**config.mk**
```make
export PLATFORM = sky130hd
export DESIGN_NAME = rs_param_queue_flat
export DESIGN_NICKNAME = d
export VERILOG_FILES = /design/src/rtl/rs_param_queue_if.sv /design/src/rtl/rs_param_queue.sv /design/src/flat_wrapper.sv
export SDC_FILE = /design/constraint.sdc
export NUM_CORES = 1
export LEC_CHECK = 0
export ABC_AREA = 1
export CORE_MARGIN = 2
export CORE_UTILIZATION = 46
export CTS_CLUSTER_DIAMETER = 30
export DETAILED_ROUTE_END_ITERATION = 7
export PLACE_DENSITY = 0.66
export SYNTH_ARGS = -nofsm -noshare
export SYNTH_HDL_FRONTEND = slang
export SYNTH_SLANG_ARGS = --single-unit
```
**constraint.sdc**
```tcl
create_clock -name clk -period 9.7 [get_ports clk]
set_input_delay 1.94 -clock clk [delete_from_list [all_inputs] [get_ports clk]]
set_output_delay 1.94 -clock clk [all_outputs]
set_load 0.005 [all_outputs]
```
**src/rtl/rs_param_queue_if.sv**
```systemverilog
// Dispatch / CDB / issue bundle between the core and one reservation station.
interface rs_param_queue_if #(
   parameter int unsigned DEPTH  = 4,
   parameter int unsigned TAG_W  = 3,
   parameter int unsigned DATA_W = 32,
   parameter int unsigned OP_W   = 5,
   parameter int unsigned PAY_W  = 33,
   parameter int unsigned N_CDB  = 2
);
   localparam int unsigned CNT_W = $clog2(DEPTH + 1);

   logic                      flush;
   logic                      disp_valid;
   logic                      disp_ready;
   logic [OP_W-1:0]           disp_op;
   logic [TAG_W-1:0]          disp_dest;
   logic [TAG_W-1:0]          disp_q1;
   logic [TAG_W-1:0]          disp_q2;
   logic [DATA_W-1:0]         disp_v1;
   logic [DATA_W-1:0]         disp_v2;
   logic [PAY_W-1:0]          disp_pay;
   logic [N_CDB-1:0]          cdb_valid;
   logic [N_CDB*TAG_W-1:0]    cdb_tag;
   logic [N_CDB*DATA_W-1:0]   cdb_data;
   logic                      iss_valid;
   logic                      iss_ready;
   logic [OP_W-1:0]           iss_op;
   logic [TAG_W-1:0]          iss_dest;
   logic [DATA_W-1:0]         iss_v1;
   logic [DATA_W-1:0]         iss_v2;
   logic [PAY_W-1:0]          iss_pay;
   logic [CNT_W-1:0]          count;
   logic                      almost_full;

   modport master (
      output flush, disp_valid, disp_op, disp_dest, disp_q1, disp_q2, disp_v1, disp_v2, disp_pay,
             cdb_valid, cdb_tag, cdb_data, iss_ready,
      input  disp_ready, iss_valid, iss_op, iss_dest, iss_v1, iss_v2, iss_pay, count, almost_full
   );

   modport slave (
      input  flush, disp_valid, disp_op, disp_dest, disp_q1, disp_q2, disp_v1, disp_v2, disp_pay,
             cdb_valid, cdb_tag, cdb_data, iss_ready,
      output disp_ready, iss_valid, iss_op, iss_dest, iss_v1, iss_v2, iss_pay, count, almost_full
   );
endinterface

```
**src/rtl/rs_param_queue.sv**
```systemverilog
// Parametrised reservation station: holds ops until operands arrive via CDB snoop,
// issues the oldest ready entry through a valid/ready output register.
module rs_param_queue #(
   parameter int unsigned DEPTH  = 4,
   parameter int unsigned TAG_W  = 3,
   parameter int unsigned DATA_W = 32,
   parameter int unsigned OP_W   = 5,
   parameter int unsigned PAY_W  = 33,
   parameter int unsigned N_CDB  = 2,
   parameter int unsigned AFULL  = 1
) (
   input logic           clk,
   input logic           rst,
   rs_param_queue_if.slave bus
);
   localparam int unsigned CNT_W  = $clog2(DEPTH + 1);
   localparam int unsigned IDX_W  = (DEPTH > 1) ? $clog2(DEPTH) : 1;
   localparam logic        AF_RST = (DEPTH <= AFULL);

   logic [DEPTH-1:0]  vld;
   logic [OP_W-1:0]   e_op   [DEPTH];
   logic [TAG_W-1:0]  e_dest [DEPTH];
   logic [TAG_W-1:0]  e_q1   [DEPTH];
   logic [TAG_W-1:0]  e_q2   [DEPTH];
   logic [DATA_W-1:0] e_v1   [DEPTH];
   logic [DATA_W-1:0] e_v2   [DEPTH];
   logic [PAY_W-1:0]  e_pay  [DEPTH];
   logic [DEPTH-1:0]  older  [DEPTH];   // older[i][j]: entry i was dispatched before entry j

   logic [CNT_W-1:0]  cnt;
   logic              af;
   logic              iss_valid_q;
   logic [OP_W-1:0]   iss_op_q;
   logic [TAG_W-1:0]  iss_dest_q;
   logic [DATA_W-1:0] iss_v1_q, iss_v2_q;
   logic [PAY_W-1:0]  iss_pay_q;

   logic [DEPTH-1:0]  rdy, blk;
   logic              sel_hit;
   logic [IDX_W-1:0]  sel_idx, free_idx;
   logic [DATA_W:0]   w1 [DEPTH];
   logic [DATA_W:0]   w2 [DEPTH];
   logic [DATA_W:0]   b1, b2;
   logic              disp_rdy_c, disp_acc, iss_fire, take;
   logic [CNT_W-1:0]  cnt_nxt;
   logic              af_nxt;

   // Returns {hit, data}; the lowest-index matching channel wins, tag 0 never matches.
   function automatic logic [DATA_W:0] snoop(input logic [TAG_W-1:0]        q,
                                              input logic [N_CDB-1:0]        v,
                                              input logic [N_CDB*TAG_W-1:0]  t,
                                              input logic [N_CDB*DATA_W-1:0] d);
      logic [DATA_W:0] r;
      r = '0;
      for (int c = int'(N_CDB) - 1; c >= 0; c--)
         if (v[c] && (q != '0) && (t[c*TAG_W +: TAG_W] == q))
            r = {1'b1, d[c*DATA_W +: DATA_W]};
      return r;
   endfunction

   always_comb begin
      for (int i = 0; i < DEPTH; i++) begin
         w1[i] = snoop(e_q1[i], bus.cdb_valid, bus.cdb_tag, bus.cdb_data);
         w2[i] = snoop(e_q2[i], bus.cdb_valid, bus.cdb_tag, bus.cdb_data);
      end
      b1 = snoop(bus.disp_q1, bus.cdb_valid, bus.cdb_tag, bus.cdb_data);
      b2 = snoop(bus.disp_q2, bus.cdb_valid, bus.cdb_tag, bus.cdb_data);
   end

   always_comb begin
      for (int i = 0; i < DEPTH; i++)
         rdy[i] = vld[i] && (e_q1[i] == '0) && (e_q2[i] == '0);
   end

   // Oldest-ready select via the age matrix, lowest free slot for dispatch.
   always_comb begin
      blk      = '0;
      sel_hit  = 1'b0;
      sel_idx  = '0;
      free_idx = '0;
      for (int i = 0; i < DEPTH; i++) begin
         for (int j = 0; j < DEPTH; j++)
            if (rdy[j] && older[j][i]) blk[i] = 1'b1;
         if (rdy[i] && !blk[i]) begin
            sel_hit = 1'b1;
            sel_idx = IDX_W'(i);
         end
      end
      for (int i = int'(DEPTH) - 1; i >= 0; i--)
         if (!vld[i]) free_idx = IDX_W'(i);
   end

   assign disp_rdy_c = rst && (cnt < CNT_W'(DEPTH));
   assign disp_acc   = bus.disp_valid && disp_rdy_c && !bus.flush;
   assign iss_fire   = !iss_valid_q || bus.iss_ready;
   assign take       = iss_fire && sel_hit;
   assign cnt_nxt    = cnt + CNT_W'(disp_acc) - CNT_W'(take);
   assign af_nxt     = (CNT_W'(DEPTH) - cnt_nxt) <= CNT_W'(AFULL);

   // Control state: occupancy, flags and the issue register.
   always_ff @(posedge clk) begin
      if (!rst || bus.flush) begin
         vld         <= '0;
         cnt         <= '0;
         af          <= AF_RST;
         iss_valid_q <= 1'b0;
         iss_op_q    <= '1;
         iss_dest_q  <= '0;
         iss_v1_q    <= '0;
         iss_v2_q    <= '0;
         iss_pay_q   <= '0;
      end else begin
         if (take)     vld[sel_idx]  <= 1'b0;
         if (disp_acc) vld[free_idx] <= 1'b1;
         cnt <= cnt_nxt;
         af  <= af_nxt;
         if (iss_fire) begin
            if (sel_hit) begin
               iss_valid_q <= 1'b1;
               iss_op_q    <= e_op[sel_idx];
               iss_dest_q  <= e_dest[sel_idx];
               iss_v1_q    <= e_v1[sel_idx];
               iss_v2_q    <= e_v2[sel_idx];
               iss_pay_q   <= e_pay[sel_idx];
            end else begin
               iss_valid_q <= 1'b0;
               iss_op_q    <= '1;
            end
         end
      end
   end

   // Entry payload: CDB wakeup, then dispatch write (with same-cycle bypass) overrides.
   always_ff @(posedge clk) begin
      for (int i = 0; i < DEPTH; i++) begin
         if (w1[i][DATA_W]) begin
            e_q1[i] <= '0;
            e_v1[i] <= w1[i][DATA_W-1:0];
         end
         if (w2[i][DATA_W]) begin
            e_q2[i] <= '0;
            e_v2[i] <= w2[i][DATA_W-1:0];
         end
      end
      if (disp_acc) begin
         e_op[free_idx]   <= bus.disp_op;
         e_dest[free_idx] <= bus.disp_dest;
         e_pay[free_idx]  <= bus.disp_pay;
         e_q1[free_idx]   <= b1[DATA_W] ? '0 : bus.disp_q1;
         e_v1[free_idx]   <= b1[DATA_W] ? b1[DATA_W-1:0] : bus.disp_v1;
         e_q2[free_idx]   <= b2[DATA_W] ? '0 : bus.disp_q2;
         e_v2[free_idx]   <= b2[DATA_W] ? b2[DATA_W-1:0] : bus.disp_v2;
         older[free_idx]  <= '0;
         for (int j = 0; j < DEPTH; j++)
            older[j][free_idx] <= vld[j];
      end
   end

   assign bus.disp_ready  = disp_rdy_c;
   assign bus.iss_valid   = iss_valid_q;
   assign bus.iss_op      = iss_op_q;
   assign bus.iss_dest    = iss_dest_q;
   assign bus.iss_v1      = iss_v1_q;
   assign bus.iss_v2      = iss_v2_q;
   assign bus.iss_pay     = iss_pay_q;
   assign bus.count       = cnt;
   assign bus.almost_full = af;
endmodule
```
**src/flat_wrapper.sv**
```systemverilog
// flat-port wrapper written by rule: the top's interface ports become plain ports
module rs_param_queue_flat 
#(
   parameter int unsigned DEPTH  = 4,
   parameter int unsigned TAG_W  = 3,
   parameter int unsigned DATA_W = 32,
   parameter int unsigned OP_W   = 5,
   parameter int unsigned PAY_W  = 33,
   parameter int unsigned N_CDB  = 2,
   parameter int unsigned AFULL  = 1
)
  (clk, rst, bus_flush, bus_disp_valid, bus_disp_op, bus_disp_dest, bus_disp_q1, bus_disp_q2, bus_disp_v1, bus_disp_v2, bus_disp_pay, bus_cdb_valid, bus_cdb_tag, bus_cdb_data, bus_iss_ready, bus_disp_ready, bus_iss_valid, bus_iss_op, bus_iss_dest, bus_iss_v1, bus_iss_v2, bus_iss_pay, bus_count, bus_almost_full);
  rs_param_queue_if #(.DEPTH(DEPTH), .TAG_W(TAG_W), .DATA_W(DATA_W), .OP_W(OP_W), .PAY_W(PAY_W), .N_CDB(N_CDB)) bus_i ();
  input logic clk;
  input logic rst;
  input wire logic [$bits(bus_i.flush)-1:0] bus_flush;
  input wire logic [$bits(bus_i.disp_valid)-1:0] bus_disp_valid;
  input wire logic [$bits(bus_i.disp_op)-1:0] bus_disp_op;
  input wire logic [$bits(bus_i.disp_dest)-1:0] bus_disp_dest;
  input wire logic [$bits(bus_i.disp_q1)-1:0] bus_disp_q1;
  input wire logic [$bits(bus_i.disp_q2)-1:0] bus_disp_q2;
  input wire logic [$bits(bus_i.disp_v1)-1:0] bus_disp_v1;
  input wire logic [$bits(bus_i.disp_v2)-1:0] bus_disp_v2;
  input wire logic [$bits(bus_i.disp_pay)-1:0] bus_disp_pay;
  input wire logic [$bits(bus_i.cdb_valid)-1:0] bus_cdb_valid;
  input wire logic [$bits(bus_i.cdb_tag)-1:0] bus_cdb_tag;
  input wire logic [$bits(bus_i.cdb_data)-1:0] bus_cdb_data;
  input wire logic [$bits(bus_i.iss_ready)-1:0] bus_iss_ready;
  output wire logic [$bits(bus_i.disp_ready)-1:0] bus_disp_ready;
  output wire logic [$bits(bus_i.iss_valid)-1:0] bus_iss_valid;
  output wire logic [$bits(bus_i.iss_op)-1:0] bus_iss_op;
  output wire logic [$bits(bus_i.iss_dest)-1:0] bus_iss_dest;
  output wire logic [$bits(bus_i.iss_v1)-1:0] bus_iss_v1;
  output wire logic [$bits(bus_i.iss_v2)-1:0] bus_iss_v2;
  output wire logic [$bits(bus_i.iss_pay)-1:0] bus_iss_pay;
  output wire logic [$bits(bus_i.count)-1:0] bus_count;
  output wire logic [$bits(bus_i.almost_full)-1:0] bus_almost_full;
  assign bus_i.flush = bus_flush;
  assign bus_i.disp_valid = bus_disp_valid;
  assign bus_i.disp_op = bus_disp_op;
  assign bus_i.disp_dest = bus_disp_dest;
  assign bus_i.disp_q1 = bus_disp_q1;
  assign bus_i.disp_q2 = bus_disp_q2;
  assign bus_i.disp_v1 = bus_disp_v1;
  assign bus_i.disp_v2 = bus_disp_v2;
  assign bus_i.disp_pay = bus_disp_pay;
  assign bus_i.cdb_valid = bus_cdb_valid;
  assign bus_i.cdb_tag = bus_cdb_tag;
  assign bus_i.cdb_data = bus_cdb_data;
  assign bus_i.iss_ready = bus_iss_ready;
  assign bus_disp_ready = bus_i.disp_ready;
  assign bus_iss_valid = bus_i.iss_valid;
  assign bus_iss_op = bus_i.iss_op;
  assign bus_iss_dest = bus_i.iss_dest;
  assign bus_iss_v1 = bus_i.iss_v1;
  assign bus_iss_v2 = bus_i.iss_v2;
  assign bus_iss_pay = bus_i.iss_pay;
  assign bus_count = bus_i.count;
  assign bus_almost_full = bus_i.almost_full;
  rs_param_queue #(.DEPTH(DEPTH), .TAG_W(TAG_W), .DATA_W(DATA_W), .OP_W(OP_W), .PAY_W(PAY_W), .N_CDB(N_CDB), .AFULL(AFULL)) u_core (.clk(clk), .rst(rst), .bus(bus_i));
endmodule
```
==> results of run 1 <==
-- report_power, final --
part | internal (mW) | switching, mW
sequential | 2.75 | 0.0201
clock | 3.60 | 1.49
combinational | 0.164 | 0.332
-- logic make-up after synthesis --
logic type	count (synthesis)
xor+xnor	21
buf+inv	750
flops	574
simple gates	1732
other cells	1
fa+ha+maj	5
compound gates	895
-- final cells by class --
cell class	count	area, um^2
clock buffers	171	3760
clock inverters	89	1380
fillers	5917	27500
inverters	459	1750
multi-input cells	2656	12300
flip-flops and latches	574	16100
well taps	873	1090
repair buffers	342	3330
-- registers in the layout (all words and copies together), names as in the netlist --
name                    flops
u_core.e_pay              132
u_core.e_v1               128
u_core.bus.iss_v1          32
u_core.older               16
u_core.bus.iss_pay         33
u_core.vld                  4
u_core.e_q1                12
u_core.e_dest              12
u_core.bus.count            3
u_core.e_q2                12
u_core.bus.almost_full      1
u_core.bus.iss_op           5
u_core.bus.iss_v2          32
u_core.bus.iss_dest         3
u_core.e_v2               128
u_core.e_op                20
u_core.bus.iss_valid        1
-- cells in the mapped netlist (all sizes together) (38+ instances only) --
cell,number,share of area [%]
nand3,382,6.2
o211ai,62,1.5
edfxtp,460,44
inv,454,5.4
a21oi,38,0.61
clkbuf,180,2.2
dfxtp,114,7.3
buf,111,1.9
nor2,743,9.0
nand2,509,6.2
or2,66,1.3
o21ai,767,12
-- through the flow --
step | hold WS [ns] | util [%] | setup WS, ns | cells
after floorplan | 0.486 | - | 5.21 | 3980
after global placement | 0.498 | 51.4 | 3.46 | 4904
after detailed placement | 0.497 | 51.4 | 3.30 | 4904
after CTS | 0.511 | 59.1 | 3.99 | 5164
after global routing | 0.563 | 59.1 | 3.60 | 5164
final | 0.507 | 59.1 | 3.98 | 5164
-- path summary, 6_finish.rpt --
| check | to | slack (ns) | depth (start not counted) |
|---|---|---|---|
| setup / recovery | u_core.e_v1[3][26]$_DFFE_PP_ | 3.98 | 10 |
| hold / removal | u_core.bus.iss_v1[11]$_SDFFE_PP0P_ | 0.51 | 2 |
| setup reg to reg | u_core.bus.iss_v1[18]$_SDFFE_PP0P_ | 5.44 | 15 |
| hold reg to reg | u_core.bus.iss_v1[11]$_SDFFE_PP0P_ | 0.51 | 2 |
-- critical path: stages --
cell and delay, ns:
clkdlybuf4s50_1 0.45, inv_1 0.04, nor2_1 0.69, nand3_1 0.42, nor2_1 0.35, nand2_1 0.48
inv_6 0.95, buf_4 0.66, nand3_1 0.13, o21ai_1 0.11
-- per-layer routing --
layer / wire length [um] / GRT usage [%] / vias up
met5: 13 / 0 / -
met4: 4780 / 16.7 / 2
met3: 10500 / 6.09 / 262
met2: 50200 / 48.8 / 1616
met1: 41900 / 38.4 / 13300
li1: - / - / 13600
==> results.md, run 1 <==
- Synth Area in Adders: 0.224%
- Layout area overhead: 26.9%
- Worst slew margin: between 10% and 20%
- ANT nets after route: 0
- HPWL after detailed placement: between 50,000 and 60,000 um
- Reg2reg start: u_core.e_q1[1][1]$_SDFFCE_PN0P_
- Worst Hold Launch: u_core.bus.iss_v1[11]$_SDFFE_PP0P_
- Syn Std Cell Area: between 0.03 and 0.04 mm^2
- Mux contribution to synthesized area: 0%
- Clk root buf: clkbuf_16
- Final Hold Fails: 0
- Mean Syn Cell Area: around 8 um^2
- Fmax achieved: between 150 and 200 MHz
- Iteration-0 DRC Markers: around 3,100
- Total power: ~8.3 mW
- Min-Delay Path Class: register to register
- Leak: between 15 and 20 nW
- EDFF count, synth: 460
- Placed inst area: 0.0346 mm^2
- Synth Warn #: 0
- Unique cell type count in the Yosys netlist: 39
- Final setup viols: 0
- Drt total wl: about 110,000 um
- Most frequent cells in the layout: nor2_1, o21ai_0, nand2_1, edfxtp_1, inv_1
- Routability Congestion: 0.907
- Antenna violations before repair: 3
- First-pass GRT wire length: around 160,000 um
- Critical Path RT: approximately 10 ns
- Postcts setup bufs: 0
- H-tree depth: 4
- Final cycle utilization of the critical path: between 50 and 60%
- Area share of and/or/nand/nor cells after synthesis: between 20% and 30%
- CTS resizes: 0
- Setup_tns: 0 ns
- Via density: 5.57
- Port bufs: 298
- Seq/Total Area, Yosys: 51.4%
- Sink Count: about 570
- Slew @ Worst Pin: about 1.3 ns
- Largest net degree at the start of global routing: 172
- Power per cell area: 210 mW/mm^2
- Crit path from: rst
- Fin nets: 4,366
- Final Instance Area: roughly 0.040 mm^2
- Num CTS Buffers: 140
- Vias in the first global route: 27,300
- N_diodes: 0
- Drt pass-1 iters: 8
- Layout Skew: around 0.021 ns
- Share of layout cells above drive strength 1: slightly below 9%
- Synth Area in XOR/XNOR: 0.587%
- Core Region: around 0.067 mm^2
- CP Max Fanout: ~140
- Die Y: around 260 um
- CTS max path bufs: 3
- Async S/R FF share, synth: 0%
- RSZ-0062 raised after global routing: no
- Clock-pin transition on the worst setup and hold timing paths: 0.05 ns
- Cells after synthesis: approximately 4,000
- Ys flop type: edfxtp_1
- Endpoint class of the critical path: register
- Die X: 265 um
- Die Footprint: 0.0702 mm^2
- Clk_lat worst skew: a little over 0.7 ns
- Row Count: between 90 and 100
- Worst VDD drop: roughly 0.16 mV
- CTS tree: built
- Crit path launch type: primary input
- Crit Path Class: primary input to register
- GRT overflow: 0
- Top Ports: ~300
- Hold-fix buffers, CTS: 0
- Most common cell after layout, fill and taps aside: nor2_1
- Min Tclk post-route: 5.72 ns
- WL/cell: between 20 and 25 um
- DRC: 0
- Synth Register Bits: roughly 570
- Maxcap violations: 0
- Slew Limit Fails: 0
- Main combinational cell family by area after synthesis: simple AND/OR/NAND/NOR gates
- CP Data Arrival Time: 6.28 ns
- Status: finished clean
- Compound-Gate Fraction of Synth Area: 15.0%
- Initial core utilization: 46.6%
- Total vias in the final route: 28,800
- GR Util All Layers: approximately 30%
Note: power is estimated with default switching activity, not from simulation.
==> inputs of run 2 (changes only) <==
--- a/config.mk
+++ b/config.mk
@@ -10,7 +10,7 @@
 export CORE_UTILIZATION = 46
 export CTS_CLUSTER_DIAMETER = 30
 export DETAILED_ROUTE_END_ITERATION = 7
-export PLACE_DENSITY = 0.66
+export PLACE_DENSITY = 0.69
 export SYNTH_ARGS = -nofsm -noshare
 export SYNTH_HDL_FRONTEND = slang
 export SYNTH_SLANG_ARGS = --single-unit
==> constraint.sdc (replaced) <==
create_clock -name clk -period 4.75 [get_ports clk]
set_input_delay 0.95 -clock clk [delete_from_list [all_inputs] [get_ports clk]]
set_output_delay 0.95 -clock clk [all_outputs]
set_load 0.005 [all_outputs]
==> run 2 against run 1 <==
  * Hold slack better by 0.017 ns
  * Wire length up 0.56%
  * Sequential share of layout area down 0.055 points
  * First-iteration DRC count up 1.3%
  * Non-clock buffer count up 34
  * Count of clock-buffer cells in the layout down 10
  * Core utilization up 0.080 points
  * Final cell count up 0.37%
  * Global-route usage up 0.072 points
  * Highest routed layer unchanged
==> results.md, run 2 (same netlist as run 1, synthesis figures left out) <==
- DRC: 0 (unchanged)
- Slew Limit Fails: 0 (unchanged)
- Sequential share of power: 34.8% (+1.6 points)
- Crit Path Class: register to register
- Sink Count: 574 (unchanged)
- Row Count: 95 (unchanged)
- Max FFs per register: 132 (unchanged)
- Iteration-0 DRC Markers: 3,113 (+1.3%)
- Final Hold Fails: 0 (unchanged)
- Power per cell area: 408 mW/mm^2 (+94%)
- Core Region: 0.0673 mm^2 (unchanged)
- Status: finished clean
- Min-Delay Path Class: register to register
- Setup_tns: 0 ns (unchanged)
- Via density: 5.62 (+0.88%)
- Total vias in the final route: 29,100 (+1.2%)
- Net Sw Frac: 23.0% (+0.99 points)
- Crit path cell chain: nor2_1, nand3_1, nor2_1, nand2_1, nand2_2, nor2_4, nor2_8, buf_4, buf_4, nor2_1, nand2_1, nand3_1, nand2_1, nand2_1
- Critical Path RT: 5.34 ns (-4.91 ns)
- Port bufs: 298 (unchanged)
- Crit path launch type: register
- Combinational Power Share: 6.4% (+0.5 points)
- RSZ-0062 raised after global routing: no
- CTS max path bufs: 3 (unchanged)
- Most frequent cells in the layout: nor2_1, o21ai_0, nand2_1, edfxtp_1, inv_1
- Die Y: 265 um (unchanged)
- Vias in the first global route: 27,500 (+0.70%)
- Worst slew margin: 30.0% (+14 points)
- Fmax achieved: 285 MHz
- Final cycle utilization of the critical path: 73.7%
- Drt pass-1 iters: 7 (-1)
- N_diodes: 0 (unchanged)
- Layout Skew: 0.0328 ns (+0.0114 ns)
- Num CTS Buffers: 135 (-3.6%)
- GRT overflow: 0 (unchanged)
- Routability Congestion: 0.917 (+1.0%)
- Post-route setup slack: 1.25 ns (-2.73 ns)
- Endpoint class of the critical path: register
- Most used cell, CP: nand2_1
- Die Footprint: 0.0702 mm^2 (unchanged)
- Share of layout cells above drive strength 1: 9.65% (+0.75 points)
- Final setup viols: 0 (unchanged)
- Hold-fix buffers, CTS: 0 (unchanged)
- Largest regs: u_core.e_pay: 132 flops, u_core.e_v1: 128 flops, u_core.e_v2: 128 flops
- Min Tclk post-route: 3.50 ns
- Clock Power Share: 58.8% (-2.1 points)
- Postcts setup bufs: 0 (unchanged)
- Pre-CTS WS: 0.713 ns (-2.58 ns)
- Die X: 265 um (unchanged)
- Top Ports: 299 (unchanged)
- CP Data Arrival Time: 4.09 ns (-2.19 ns)
- Maxcap violations: 0 (unchanged)
- Most common cell after layout, fill and taps aside: nor2_1
- Worst VDD drop: 0.252 mV (+62%)
- Reg with most FFs: u_core.e_pay
- GR Util All Layers: 30.4% (+0.072 points)
- Sw Pwr: 3.74 mW (+100%)
- CP Max Fanout: 66 (-51%)
- Leak: 15.3 nW (+0.19%)
- CTS resizes: 0 (unchanged)
- WL/cell: 20.8 um (+0.19%)
- First-pass GRT wire length: 162,000 um (+0.74%)
- Largest net degree at the start of global routing: 171 (-0.58%)
- Pint: 12.5 mW (+92%)
- Worst path slowest cell: buf_4
- Clock-pin transition on the worst setup and hold timing paths: 0.05 ns (about the same)
- Antenna violations before repair: 2 (-1)
- Layout area overhead: 27.0%
- Final Core Density: 59.2% (+0.080 points)
- Slew @ Worst Pin: 1.05 ns (-0.211 ns)
- CTS tree: built
- H-tree depth: 4 (unchanged)
- Fin nets: 4,395 (+0.66%)
- Clk_lat worst skew: 0.72 ns (about the same)
- Drt total wl: 108,000 um (+0.56%)
- Max stage delay on crit path: 0.81 ns (-0.14 ns)
- ANT nets after route: 0 (unchanged)
- Initial core utilization: 46.6% (unchanged)
- Total power: 16.2 mW (+95%)
- Clk root buf: clkbuf_16
- HPWL after detailed placement: 64,300 um (+7.2%)
-- run 2: metrics by stage --
step                hold WS [ns]  std cells  instance area, um^2
floorplan                  0.486       3980                31300
global placement           0.512       4938                35100
detailed placement         0.514       4938                35100
CTS                        0.525       5183                39800
global route               0.544       5183                39800
finish                     0.524       5183                39800
-- run 2: path summary, 6_finish.rpt --
path,from,to,slack [ns],cells after the start
worst max-delay path,u_core.e_q1[1][1]$_SDFFCE_PN0P_,u_core.bus.iss_op[3]$_SDFFE_PP1P_,1.25,14
worst min-delay path,u_core.bus.iss_v1[11]$_SDFFE_PP0P_,u_core.bus.iss_v1[11]$_SDFFE_PP0P_,0.52,2
worst max register to register,u_core.e_q1[1][1]$_SDFFCE_PN0P_,u_core.bus.iss_op[3]$_SDFFE_PP1P_,1.25,14
worst min register to register,u_core.bus.iss_v1[11]$_SDFFE_PP0P_,u_core.bus.iss_v1[11]$_SDFFE_PP0P_,0.52,2
-- run 2: cell type report --
cell class / instances / area [um^2]
clock buffers: 161 / 3590
clock inverters: 84 / 1150
fillers: 5833 / 27500
inverters: 459 / 1750
multi-input cells: 2656 / 12300
flip-flops and latches: 574 / 16100
well taps: 873 / 1090
repair buffers: 376 / 3790
-- run 2: power groups by stage --
stage	combinational, mW	clock [mW]	sequential (mW)
floorplan	0.557	0	5.73
global placement	0.995	0	5.73
detailed placement	1.01	0	5.74
CTS	1.02	9.60	5.65
global route	1.12	9.88	5.66
finish	1.04	9.54	5.65
-- run 2: worst max-delay path, delay by kind of cell, from the launching register on --
kind | cells | cell delay (ns)
buf+inv | 2 | 1.43
flops | 1 | 0.46
simple gates | 12 | 1.42
-- run 2: routing by layer --
layer	GRT usage, %	part of all wire (%)	vias to the layer above
met5	0	0.025	-
met4	16.2	4.7	4
met3	5.80	10	319
met2	48.7	46	1723
met1	39.1	39	13400
li1	-	-	13700
